===== config.mk =====
export PLATFORM = sky130hd
export DESIGN_NAME = muldiv_seq
export DESIGN_NICKNAME = d
export VERILOG_FILES = /design/src/rtl/muldiv_seq.sv
export SDC_FILE = /design/constraint.sdc
export NUM_CORES = 1
export LEC_CHECK = 0
export CORE_UTILIZATION = 40
export CTS_CLUSTER_DIAMETER = 30
export DETAILED_ROUTE_END_ITERATION = 8
export DONT_BUFFER_PORTS = 1
export PLACE_DENSITY = 0.53
export SLEW_MARGIN = 15
export SYNTH_ARGS = -nofsm -noshare
export SYNTH_HDL_FRONTEND = slang
export SYNTH_SLANG_ARGS = --single-unit

===== constraint.sdc =====
create_clock -name clk -period 4.2 [get_ports clk]
set_clock_uncertainty 0.05 [all_clocks]
set_input_delay 0.42 -clock clk [delete_from_list [all_inputs] [get_ports clk]]
set_output_delay 0.42 -clock clk [all_outputs]
set_load 0.005 [all_outputs]

===== src/rtl/muldiv_seq.sv =====
// Iterative MIPS multiply/divide unit: one bit per cycle on a shared add/sub,
// owns HI/LO and services MTHI/MTLO while idle.
module muldiv_seq #(
  parameter int unsigned N = 32
) (
  input  logic         clk,
  input  logic         rst_n,
  input  logic         start,
  input  logic [1:0]   op,
  input  logic [N-1:0] a,
  input  logic [N-1:0] b,
  input  logic         abort,
  input  logic         wr_hi,
  input  logic         wr_lo,
  input  logic [N-1:0] wdata,
  output logic         busy,
  output logic         done,
  output logic [N-1:0] hi,
  output logic [N-1:0] lo
);

  localparam int unsigned CW = $clog2(N) + 1;
  localparam int unsigned W2 = 2 * N;
  localparam int unsigned WS = N + 2;

  typedef enum logic [1:0] {S_IDLE, S_RUN, S_FIX} state_e;

  state_e        state_q, state_d;
  logic [CW-1:0] cnt_q, cnt_d;
  logic          is_div_q, is_div_d;
  logic          sa_q, sa_d;
  logic          sb_q, sb_d;
  logic [N-1:0]  mag_b_q, mag_b_d;
  logic [W2-1:0] acc_q, acc_d;
  logic [N-1:0]  hi_q, hi_d;
  logic [N-1:0]  lo_q, lo_d;
  logic          done_q, done_d;

  logic          sa_in_c, sb_in_c;
  logic [N-1:0]  mag_a_in_c, mag_b_in_c;
  logic [WS-1:0] x_c, y_c, as_c;
  logic [W2-1:0] step_c;
  logic [W2-1:0] prod_c;
  logic [N-1:0]  quo_c, rem_c;
  logic [N-1:0]  res_hi_c, res_lo_c;

  // Operand capture: signed ops work on magnitudes, signs kept aside
  assign sa_in_c    = op[0] & a[N-1];
  assign sb_in_c    = op[0] & b[N-1];
  assign mag_a_in_c = sa_in_c ? -a : a;
  assign mag_b_in_c = sb_in_c ? -b : b;

  // Shared adder: acc_hi + b for multiply, {acc_hi, next dividend bit} - b for divide
  always_comb begin
    x_c = '0;
    y_c = '0;
    if (is_div_q) begin
      x_c = {1'b0, acc_q[W2-1:N], acc_q[N-1]};
      y_c = ~{2'b00, mag_b_q};
    end else begin
      x_c = {2'b00, acc_q[W2-1:N]};
      y_c = {2'b00, mag_b_q};
    end
    as_c = x_c + y_c + WS'(is_div_q);
  end

  // One iteration: shift-add multiply or restoring divide step
  always_comb begin
    step_c = acc_q;
    if (is_div_q) begin
      if (!as_c[WS-1]) step_c = {as_c[N-1:0], acc_q[N-2:0], 1'b1};
      else             step_c = {x_c[N-1:0], acc_q[N-2:0], 1'b0};
    end else begin
      if (acc_q[0]) step_c = {as_c[N:0], acc_q[N-1:1]};
      else          step_c = {1'b0, acc_q[W2-1:N], acc_q[N-1:1]};
    end
  end

  // Sign correction of the finished result
  always_comb begin
    prod_c   = (sa_q ^ sb_q) ? -acc_q : acc_q;
    quo_c    = acc_q[N-1:0];
    rem_c    = acc_q[W2-1:N];
    res_hi_c = prod_c[W2-1:N];
    res_lo_c = prod_c[N-1:0];
    if (is_div_q) begin
      res_hi_c = sa_q ? -rem_c : rem_c;
      if (mag_b_q == '0)    res_lo_c = '1;
      else if (sa_q ^ sb_q) res_lo_c = -quo_c;
      else                  res_lo_c = quo_c;
    end
  end

  always_comb begin
    state_d  = state_q;
    cnt_d    = cnt_q;
    is_div_d = is_div_q;
    sa_d     = sa_q;
    sb_d     = sb_q;
    mag_b_d  = mag_b_q;
    acc_d    = acc_q;
    hi_d     = hi_q;
    lo_d     = lo_q;
    done_d   = 1'b0;
    unique case (state_q)
      S_IDLE: begin
        if (wr_hi) hi_d = wdata;
        if (wr_lo) lo_d = wdata;
        if (start) begin
          state_d  = S_RUN;
          cnt_d    = '0;
          is_div_d = op[1];
          sa_d     = sa_in_c;
          sb_d     = sb_in_c;
          mag_b_d  = mag_b_in_c;
          acc_d    = {{N{1'b0}}, mag_a_in_c};
        end
      end
      S_RUN: begin
        if (abort) begin
          state_d = S_IDLE;
        end else begin
          acc_d = step_c;
          cnt_d = cnt_q + CW'(1);
          if (cnt_q == CW'(N - 1)) state_d = S_FIX;
        end
      end
      S_FIX: begin
        state_d = S_IDLE;
        if (!abort) begin
          hi_d   = res_hi_c;
          lo_d   = res_lo_c;
          done_d = 1'b1;
        end
      end
      default: state_d = S_IDLE;
    endcase
  end

  always_ff @(posedge clk or negedge rst_n) begin
    if (!rst_n) begin
      state_q  <= S_IDLE;
      cnt_q    <= '0;
      is_div_q <= 1'b0;
      sa_q     <= 1'b0;
      sb_q     <= 1'b0;
      mag_b_q  <= '0;
      acc_q    <= '0;
      hi_q     <= '0;
      lo_q     <= '0;
      done_q   <= 1'b0;
    end else begin
      state_q  <= state_d;
      cnt_q    <= cnt_d;
      is_div_q <= is_div_d;
      sa_q     <= sa_d;
      sb_q     <= sb_d;
      mag_b_q  <= mag_b_d;
      acc_q    <= acc_d;
      hi_q     <= hi_d;
      lo_q     <= lo_d;
      done_q   <= done_d;
    end
  end

  assign busy = (state_q != S_IDLE);
  assign done = done_q;
  assign hi   = hi_q;
  assign lo   = lo_q;

endmodule


# Word-level counts from Yosys, hierarchy flattened
# Index checks and enable logic that the tools add are counted.
[totals]
register_bits = 172
input_bits = 104
out_inout_bits = 66
[op_classes]
n_addsub = 8
eq_ne = 9
mux = 31
n_bitwise = 4
reduce_logical = 10
[ops]
columns = ["operator", "n"]
rows = [
  ["$mux W64", 6],
  ["$mux W32", 11],
  ["$neg A32 Y32", 4],
  ["$pmux W32 S2", 2],
  ["$pmux W64 S2", 1],
  ["$neg A64 Y64", 1],
  ["$add A34 B1 Y34", 1],
  ["$add A34 B34 Y34", 1],
  ["$mux W34", 1],
  ["$not A32 Y34", 1],
  ["$mux W33", 1],
  ["$logic_not A32 Y1", 1],
  ["$mux W6", 2],
  ["$pmux W6 S2", 1],
  ["$ne A2 B2 Y1 const B", 5],
  ["$reduce_and A3 Y1", 3],
  ["$add A6 B1 Y6 const B", 1],
  ["$eq A6 B5 Y1 const B", 1],
  ["$mux W2", 3],
  ["$reduce_bool A2 Y1", 3],
  ["$pmux W2 S2", 1],
  ["$reduce_and A2 Y1", 2],
  ["$ne A3 B3 Y1 const B", 1],
  ["$and A1 B1 Y1", 2],
  ["other kinds (5)", 6],
]

# Longest topological paths before layout
# Gate-level depths: netlist of run 1.
[depth]
ltp_word = 8
ltp_mapped = 18
mapped_depth_nobuf = 12

# Worst setup path before layout of run 1
# OpenSTA, ideal clock, no wires.
[synth_timing]
kind = "reg-to-reg"
from = "register is_div_q"
to = "register acc_q[62]"
setup_time_ns = 0.087
arrival_time_ns = 4.326
t_required_ns = 4.063
slack_ns = -0.263
stages_incl_launch_ff = 16
path_buffers = 6
period_less_slack_ns = 4.463
cell_sequence = "dfrtp_1 > clkbuf_1 > buf_2 > buf_1 > clkbuf_1 > buf_1 > xor2_1 > ha_1 > a21o_1 > or4_1 > o211a_1 > nor3_1 > clkbuf_1 > mux2i_1 > o211ai_1 > a22oi_1"
[synth_between]
elab_chain_len = 7
[synth_rtl]
columns = ["element", "line_no", "rtl"]
rows = [
  ["from (decl)", "30", "logic is_div_q, is_div_d;"],
  ["from (signal assigned)", "155", "is_div_q <= is_div_d;"],
  ["$mux W33 / $mux W34 (equally long branches)", "57", "if (is_div_q) begin"],
  ["$add A34 B34 Y34", "64", "as_c = x_c + y_c + WS'(is_div_q);"],
  ["$add A34 B1 Y34", "64", ""],
  ["$mux W64 (on tied branches)", "74, 71", ""],
  ["$mux W64 *", "70", "if (is_div_q) begin"],
  ["$mux W64 *", "120", "if (abort) begin"],
  ["$pmux W64 S2 *", "105", "unique case (state_q)"],
  ["to (signal assigned)", "148", "acc_q <= '0;"],
  ["to (signal assigned)", "159", "acc_q <= acc_d;"],
  ["to (decl)", "34", "logic [W2-1:0] acc_q, acc_d;"],
]
# Mark *: on every way between the ends. The rest lies on a longest branch, timed or not. The select of a mux whose other input is x is not followed.
# A chain may end at the register's enable or synchronous reset.

# Final worst setup path of run 1
[layout_timing]
from = "register is_div_q"
to = "register acc_q[60]"
# Same word-level chain as after synthesis.

==> results.toml, run 1 <==
[floorplan]
die_h_um = 190.1
core_mm2 = 0.03471
die_x_um = 190.1
num_rows = 68
io_pins = 170
start_util_pct = 40.77
dieArea_mm2 = 0.03613

[yosys]
yosys_warnings = 0
synth_seq_cells = 172
avgSynthCellArea_um2 = 7.879
synth_edf_count = 0
ys_seq_area_share_pct = 30.42
synth_fp_nets = 1937
syn_area_mm2 = 0.01415
synthArstFlopShare_pct = 100.0
synth_cells = 1796
ys_types = 76
synthFlopType = "dfrtp_1"

[cts]
clockRootBuffer = "clkbuf_16"
clk_pin_slew_ns = 0.08
clkSinkCount = 172
clk_latency_ns = 0.45
cts_tree = "yes"
ctsLongestPathBuffers = 2
htreeDepth = 4
cts_inserted_buffers = 17

[sta]
slew_violations = 0
min_period_over_period_pct = 93.50
fin_ws_ns = 0.2730
fmax_mhz = 254.6
setup_viol = 0
worst_pin_slew_ns = 0.7692
fin_crit_ns = 3.927
hold_viol = 172
rsz0062_at_grt = "no"
tns_ns = 0
slew_headroom_pct = 48.59
fin_hold_ws_ns = -0.3967

[place]
pre_cts_ws_ns = 0.3179
post_dp_cell_area_mm2 = 0.01466
gp_congestion = 0.9598
dpl.cell_count = 2160
numPortBuffers = 0
hpwlAfterDp_mm = 36.55

[run_status]
status = "finished, violations left"
violations = "hold timing"

[pwr]
leakage_nw = 6.416
clock_power_share_pct = 15.6
power.switching_mw = 5.391
p_per_area_mw_per_mm2 = 704.9
switching_share_pct = 50.05
vdd_drop_max_mv = 0.3176
p_comb_share_pct = 57.5
fin_total_pwr_mw = 10.77
p_seq_share_pct = 26.9
p_int_mw = 5.379

[grt]
grt_overflow = 0
track_usage_pct = 26.70
antenna_found_initial = 0
grt_start_max_net_pins = 173
grt_pass1_vias = 12390
grt_pass1_wl_mm = 74.53

[worst_setup_path]
critPathLaunchType = "flip-flop"
reg2reg_slack_ns = 0.27
cp.required_ns = 4.49
critPathLaunch = "is_div_q"
criticalPathCategory = "reg -> reg"
crit_arrival_ns = 4.21
r2r-start = "is_div_q"
path_max_fanout = 17
end_kind = "flip-flop"

[layout]
final_cells = 2193
final_common_cell = "nand2_1"
syn_to_final_growth_pct = 7.966
antenna_cells = 0
layout_common_cells = "nand2_1 (244), o21ai_0 (213), dfrtp_1 (171), a21oi_1 (142), nor2_1 (111)"
fin_util_pct = 44.01
multi_input_area_mm2 = 0.009251
design_area_mm2 = 0.01528
layout-drive-gt1-share_pct = 8.573
fillers = 3538
layout.nets = 1866
register_area_mm2 = 0.004308

[routing]
drt_wl_total_mm = 48.21
drc = 0
drtAntennaViolNets = 0
drt_iter0_drc = 1035
wl_per_cell_um = 21.98
via_count = 13110
via_per_inst = 5.977
detail_route.first_pass.iterations = 5

[worst_hold_path]
hold_class = "in -> async"

[run]
drv_cap = 0
[Yosys cell counts (all sizes together), types with 33 or more instances]
library cell,count,share of area [%]
clkbuf,124,3.3
ha,36,3.2
nor4,33,1.6
xor2,106,6.6
xnor2,68,4.2
o21ai,214,7.6
dfrtp,172,30
o22ai,33,1.5
or3,35,1.5
mux2i,58,4.1
a21oi,144,5.1
nor2,113,3.0
nand2,245,6.5
[timing repair]
item,in CTS,in global routing
buffers inserted,0,1
setup endpoints to repair,0,1
endpoints found under the hold margin,172,172
gates resized for setup,0,0
[final timing paths]
kind | to | depth (start not counted)
min in group clk | is_div_q | 2
max | acc_q[60] | 13
min | hi[0] | 0
max in group asynchronous | is_div_q | 0
max reg2reg | acc_q[60] | 13
min reg2reg | lo[0] | 2
[flip-flops by register name, indices dropped and copies added (netlist names)]
register,flops
acc_q,64
cnt_q,6
done,1
hi,32
is_div_q,1
lo,32
mag_b_q,32
sa_q,1
sb_q,1
state_q,2
[power by group through the flow]
| stage | Sequential [mW] | Combinational [mW] | Clock, mW |
|---|---|---|---|
| after CTS | 2.90 | 6.12 | 1.72 |
| after detailed placement | 2.93 | 6.09 | 0 |
| final | 2.90 | 6.19 | 1.68 |
| after global placement | 2.91 | 6.09 | 0 |
| after floorplan | 2.44 | 4.64 | 0 |
| after global routing | 2.98 | 6.77 | 1.78 |
[critical path: stages (launching register included)]
cell and delay (ns):
dfrtp_4 0.60, buf_8 0.21, and3b_1 0.23, or2_2 0.29, fa_1 0.39, nand2b_1 0.17, a21oi_1 0.25, o311ai_1 0.19
buf_4 0.21, a21oi_1 0.34, a31oi_1 0.17, xnor2_1 0.34, a21oi_1 0.12, o41ai_1 0.25
[area by class of cell]
cell class,instances,share of cell area [%]
inverters,29,0.7125
flip-flops and latches,172,28.20
clock inverters,13,0.9991
repair buffers,52,2.850
multi-input cells,1453,60.55
well taps,455,3.726
clock buffers,19,2.965
[metal layers]
layer  share of wire (%)  wire, µm  vias up  global-route usage, %
li1                    -         -     6365                      -
met1                  50     23930     6316                  40.08
met2                  44     21250      390                  40.20
met3                 5.4      2583       36                  4.280
met4                0.94       454        0                  4.684
met5                   0         0        -                      0
[cell families after synthesis]
| group | after synthesis | synth area share (%) |
|---|---|---|
| DFF | 172 | 30.42 |
| muxes | 90 | 6.649 |
| adders and majority gates | 37 | 3.324 |
| AOI/OAI and AO/OA | 573 | 24.70 |
| xor gates and xnor gates | 174 | 10.77 |
| and+or+nand+nor | 579 | 19.51 |
| buffers and inverters | 171 | 4.624 |
(Power assumes the default switching activity.)
==> run 2: changes to the inputs <==
==> constraint.sdc (replaced) <==
create_clock -name clk -period 4.2 [get_ports clk]
set_clock_uncertainty 0.05 [all_clocks]
set_input_delay 1.05 -clock clk [delete_from_list [all_inputs] [get_ports clk]]
set_output_delay 1.05 -clock clk [all_outputs]
set_load 0.005 [all_outputs]
==> results.toml, run 2 (synthesis results as in run 1) <==
[layout]
layout-drive-gt1-share_pct = 8.626
syn_to_final_growth_pct = 8.231
largest_reg_flops = 64
layout.nets = 1867
layout_common_cells = "nand2_1 (244), o21ai_0 (213), dfrtp_1 (171), a21oi_1 (142), nor2_1 (111)"
antenna_cells = 0
design_area_mm2 = 0.01532
regMostFlops = "acc_q"
final_common_cell = "nand2_1"
fin_util_pct = 44.12

[cts]
cts_hold_buf = 0
cts_tree = "yes"
clk_latency_ns = 0.46
htreeDepth = 4
clkSinkCount = 172
clk_pin_slew_ns = 0.07
clockRootBuffer = "clkbuf_16"
ctsLongestPathBuffers = 2
cts_inserted_buffers = 17

[worst_setup_path]
reg2reg_slack_ns = 0.29
end_kind = "flip-flop"
slowest_delay_ns = 0.63
critPathLaunchType = "flip-flop"
cp_num_buf_inv = 2
r2r-start = "is_div_q"
reg2regPathDepth = 12
critPathSlowestCell = "dfrtp_4"
criticalPathCategory = "reg -> reg"
path_max_fanout = 25
crit_arrival_ns = 4.20
cpLargestDelayFamily = "compound AO/OA/AOI/OAI gates"
worstReg2RegEnd = "acc_q[33]"
cp.required_ns = 4.48
crit_chain = "buf_12 > xor2_1 > ha_1 > a21oi_1 > o21ai_0 > a22oi_1 > nand3_1 > a21boi_0 > o21ai_0 > buf_4 > o211ai_1 > a21oi_1"

[place]
post_dp_cell_area_mm2 = 0.01468
gp_congestion = 0.9686
pre_cts_ws_ns = 0.2797
hpwlAfterDp_mm = 36.65
numPortBuffers = 0

[sta]
rsz0062_at_grt = "no"
min_period_over_period_pct = 93.21
fin_crit_ns = 3.915
setup_viol = 0
slew_violations = 0
fmax_mhz = 255.4
slew_headroom_pct = 48.65
worst_pin_slew_ns = 0.7686
hold_viol = 0
fin_hold_ws_ns = 0.2334
fin_ws_ns = 0.2851
tns_ns = 0

[run_status]
status = "finished, final reports clean"

[routing]
wl_per_cell_um = 21.95
via_count = 13140
via_per_inst = 5.991
drtAntennaViolNets = 0
drc = 0
drt_wl_total_mm = 48.17
detail_route.first_pass.iterations = 5
drt_iter0_drc = 987

[floorplan]
io_pins = 170
num_rows = 68
core_mm2 = 0.03471
die_h_um = 190.1
dieArea_mm2 = 0.03613
die_x_um = 190.1
start_util_pct = 40.77

[worst_hold_path]
hold_class = "in -> async"

[grt]
grt_pass1_wl_mm = 73.81
grt_pass1_vias = 12320
track_usage_pct = 26.48
busiest_layer = "met2"
grt_start_max_net_pins = 173
grtUsageMet3_pct = 5.368
grt_overflow = 0
met1_usage_pct = 38.65
met2_usage_pct = 39.71
antenna_found_initial = 0

[pwr]
p_per_area_mw_per_mm2 = 704.6
p_comb_share_pct = 57.3
switching_share_pct = 49.70
p_seq_share_pct = 26.8
leakage_nw = 6.437
p_int_mw = 5.428
power.switching_mw = 5.364
clock_power_share_pct = 15.9
vdd_drop_max_mv = 0.3318

[run]
drv_cap = 0
run 2: timing repair:
action,CTS,global route
gates resized for setup,0,2
endpoints found under the setup margin,0,13
buffers inserted,0,1
run 2: worst max path at each step:
| stage | from | end | slack (ns) | cells past startpoint |
|---|---|---|---|---|
| after floorplan | is_div_q | acc_q[43] | 0.03 | 15 |
| after global routing | is_div_q | acc_q[49] | 0.03 | 14 |
| after CTS | is_div_q | acc_q[46] | 0.25 | 12 |
| after global placement | is_div_q | acc_q[33] | 0.25 | 12 |
| final | is_div_q | acc_q[33] | 0.29 | 12 |
| after detailed placement | is_div_q | acc_q[46] | 0.28 | 12 |
run 2: metal layers:
metal	part of all wire [%]	vias up
li1	-	6354
met2	44	386
met3	6.1	37
met4	1.4	0
met5	0	-
met1	49	6367
run 2: power by group through the flow:
stage / clock network [mW] / logic, mW / registers [mW]
after floorplan: 0 / 4.64 / 2.44
after global placement: 0 / 6.07 / 2.92
after detailed placement: 0 / 6.07 / 2.92
after CTS: 1.74 / 6.10 / 2.89
after global routing: 1.80 / 6.75 / 2.97
final: 1.71 / 6.18 / 2.90
run 2: worst reg2reg max path, cell delays in order, from the launching register on:
cell,delay (ns)
dfrtp_4,0.63
buf_12,0.25
xor2_1,0.21
ha_1,0.36
a21oi_1,0.31
o21ai_0,0.25
a22oi_1,0.39
nand3_1,0.27
a21boi_0,0.40
o21ai_0,0.16
buf_4,0.18
o211ai_1,0.23
a21oi_1,0.10
run 2: cell type report:
cell class / count / area (µm²)
fill: 3495 / 19400
sequential: 172 / 4308
tap: 455 / 569.3
multi-input combinational: 1453 / 9258
inverter: 29 / 108.9
timing repair buffer: 53 / 455.4
clock inverter: 14 / 177.7
clock buffer: 18 / 439.2
run 2: through the flow:
step | total power [mW] | cells
detailed placement | 8.996 | 2161
CTS | 10.73 | 2193
global route | 11.52 | 2194
global placement | 8.988 | 2161
finish | 10.79 | 2194
floorplan | 7.078 | 1796
==> run 3: changes to the inputs <==
--- a/config.mk
+++ b/config.mk
@@ -5,6 +5,7 @@
 export SDC_FILE = /design/constraint.sdc
 export NUM_CORES = 1
 export LEC_CHECK = 0
+export ABC_AREA = 1
 export CORE_UTILIZATION = 40
 export CTS_CLUSTER_DIAMETER = 30
 export DETAILED_ROUTE_END_ITERATION = 8
==> results.toml, run 3 <==
[run_status]
status = "finished, violations left"
violations = "DRC"

[cts]
clk_latency_ns = 0.48
cts_hold_buf = 0
clockRootBuffer = "clkbuf_16"
ctsLongestPathBuffers = 2
cts_setup_buffers = 0
cts_inserted_buffers = 17
htreeDepth = 4
postCtsResizedCells = 0
clkSinkCount = 172
cts_tree = "yes"
clk_pin_slew_ns = 0.08

[routing]
detail_route.first_pass.iterations = 8
drtAntennaViolNets = 0
wl_per_cell_um = 20.23
drc = 1
drt_iter0_drc = 1635
via_count = 17320
via_per_inst = 5.553
drt_wl_total_mm = 63.08

[layout]
multi_input_area_mm2 = 0.01033
register_area_mm2 = 0.004308
layout.nets = 2721
antenna_cells = 0
largest_reg_flops = 64
layout_common_cells = "nand2_1 (695), nor2_1 (374), inv_1 (234), a21oi_1 (234), o21ai_0 (223)"
final_common_cell = "nand2_1"
regMostFlops = "acc_q"
final_cells = 3118
syn_to_final_growth_pct = 5.967
fillers = 4424
layout-drive-gt1-share_pct = 5.052

[grt]
grt_pass1_wl_mm = 97.31
grt_overflow = 0
track_usage_pct = 30.93
grt_start_max_net_pins = 173
grt_pass1_vias = 16200
antenna_found_initial = 1

[run]
drv_cap = 0

[floorplan]
start_util_pct = 40.48
die_x_um = 202.5
core_mm2 = 0.03973
die_h_um = 202.5
num_rows = 73
dieArea_mm2 = 0.04101
io_pins = 170

[place]
hpwlAfterDp_mm = 49.37
dpl.cell_count = 3086
numPortBuffers = 0
gp_congestion = 0.9857

[worst_setup_path]
end_kind = "flip-flop"
critPathLaunchType = "flip-flop"
crit_arrival_ns = 4.21
cp.required_ns = 4.54
path_max_fanout = 86
criticalPathCategory = "reg -> reg"

[pwr]
fin_total_pwr_mw = 11.11
p_per_area_mw_per_mm2 = 652.1
leakage_nw = 7.844
vdd_drop_max_mv = 0.3397

[yosys]
avgSynthCellArea_um2 = 6.067
yosys_warnings = 0
synth_area_leader_cell = "dfrtp_1"
synth_fp_nets = 2792
synth.top_cell.area_share_pct = 26.76
synthArstFlopShare_pct = 100.0
yosysMostFrequentCell = "nand2_1"
synthFlopType = "dfrtp_1"
ys_types = 49
syn_area_mm2 = 0.01608
synth_edf_count = 0
ys_seq_area_share_pct = 26.76
synth_seq_cells = 172
yosys-top-cells-count = "nand2_1 (695), nor2_1 (376), a21oi_1 (234), inv_1 (234), o21ai_0 (223)"
synth_top_cells_by_area = "dfrtp_1 (27%), nand2_1 (16%), nor2_1 (8.8%)"
synth_cells = 2651

[sta]
min_period_over_period_pct = 92.18
tns_ns = 0
rsz0062_at_grt = "no"
hold_viol = 0
setup_viol = 0
slew_violations = 0
fin_crit_ns = 3.871
worst_pin_slew_ns = 1.068
fmax_mhz = 258.3
slew_headroom_pct = 28.73

[worst_hold_path]
hold_class = "in -> async"
[run 3: cell count changes after synthesis, moves of 63 or more]
cell | before | now
inv_1 | 28 | 234
clkbuf_1 | 123 | 60
nor2_1 | 112 | 376
nand3_1 | 19 | 216
a21oi_1 | 144 | 234
nand2_1 | 245 | 695
[run 3: per-layer routing]
layer | wire (µm) | global-route usage [%] | vias to the layer above
li1 | - | - | 8570
met1 | 30650 | 45.39 | 8171
met2 | 27590 | 47.19 | 507
met3 | 3656 | 4.559 | 65
met4 | 1166 | 7.707 | 2
met5 | 13 | 0 | -
[run 3: cells by family (layout without fill, tap and decap cells)]
family                     after synthesis  in the layout  share of synthesized area [%]
AOI/OAI and AO/OA                      575            575                          19.22
xor gates and xnor gates                94             94                          5.119
adders and majority gates               37             37                          2.925
buffers and inverters                  367            309                          9.180
DFF                                    172            172                          26.76
and+or+nand+nor                       1406           1406                          36.79
[run 3: area by class of cell]
cell class                      count  share of cell area [%]
Clock buffer                       18                   2.518
Inverter                          250                   5.536
Clock inverter                     14                  0.8590
Tap cell                          525                   3.854
Timing Repair Buffer               27                   1.336
Sequential cell                   172                   25.28
Multi-Input combinational cell   2112                   60.62
[run 3: final timing paths]
path | depth (start not counted) | from | slack (ns) | endpoint
setup / recovery | 15 | is_div_q | 0.33 | acc_q[39]
min in group clk | 1 | cnt_q[4] | 0.40 | cnt_q[5]
max in group asynchronous | 0 | rst_n | 3.53 | acc_q[14]
hold / removal | 0 | rst_n | 0.22 | acc_q[63]
setup reg to reg | 15 | is_div_q | 0.33 | acc_q[39]
hold reg to reg | 1 | cnt_q[4] | 0.40 | cnt_q[5]
[run 3: report_power, final]
group	internal (mW)	total (mW)	switching, mW
Sequential	2.10	2.77	0.666
Clock	0.838	1.62	0.783
Combinational	2.01	6.73	4.72
[run 3: worst max-delay path, cell delays in order, from the launching register on]
cell and delay, ns:
dfrtp_4 0.52, buf_12 0.22, o21ai_0 0.31, inv_1 0.14, ha_1 0.43, nand2_1 0.15, nor2_2 0.18, nand2_1 0.17
nor2_1 0.32, nand3_1 0.25, nand3_4 0.31, buf_4 0.34, a21oi_1 0.10, nand2_1 0.07, nand3_1 0.06, o21ai_0 0.10
[run 3: stage by stage]
stage	util (%)	setup WS, ns	hold WS [ns]	instance area, µm²
2_1_floorplan	-	1.187	0.3732	16080
3_3_place_gp	41.45	0.3570	0.3877	16470
3_5_place_dp	41.45	0.4497	0.3944	16470
4_1_cts	42.89	0.4202	0.1692	17040
5_1_grt	42.89	0.1390	0.1929	17040
6_report	42.89	0.3286	0.2230	17040
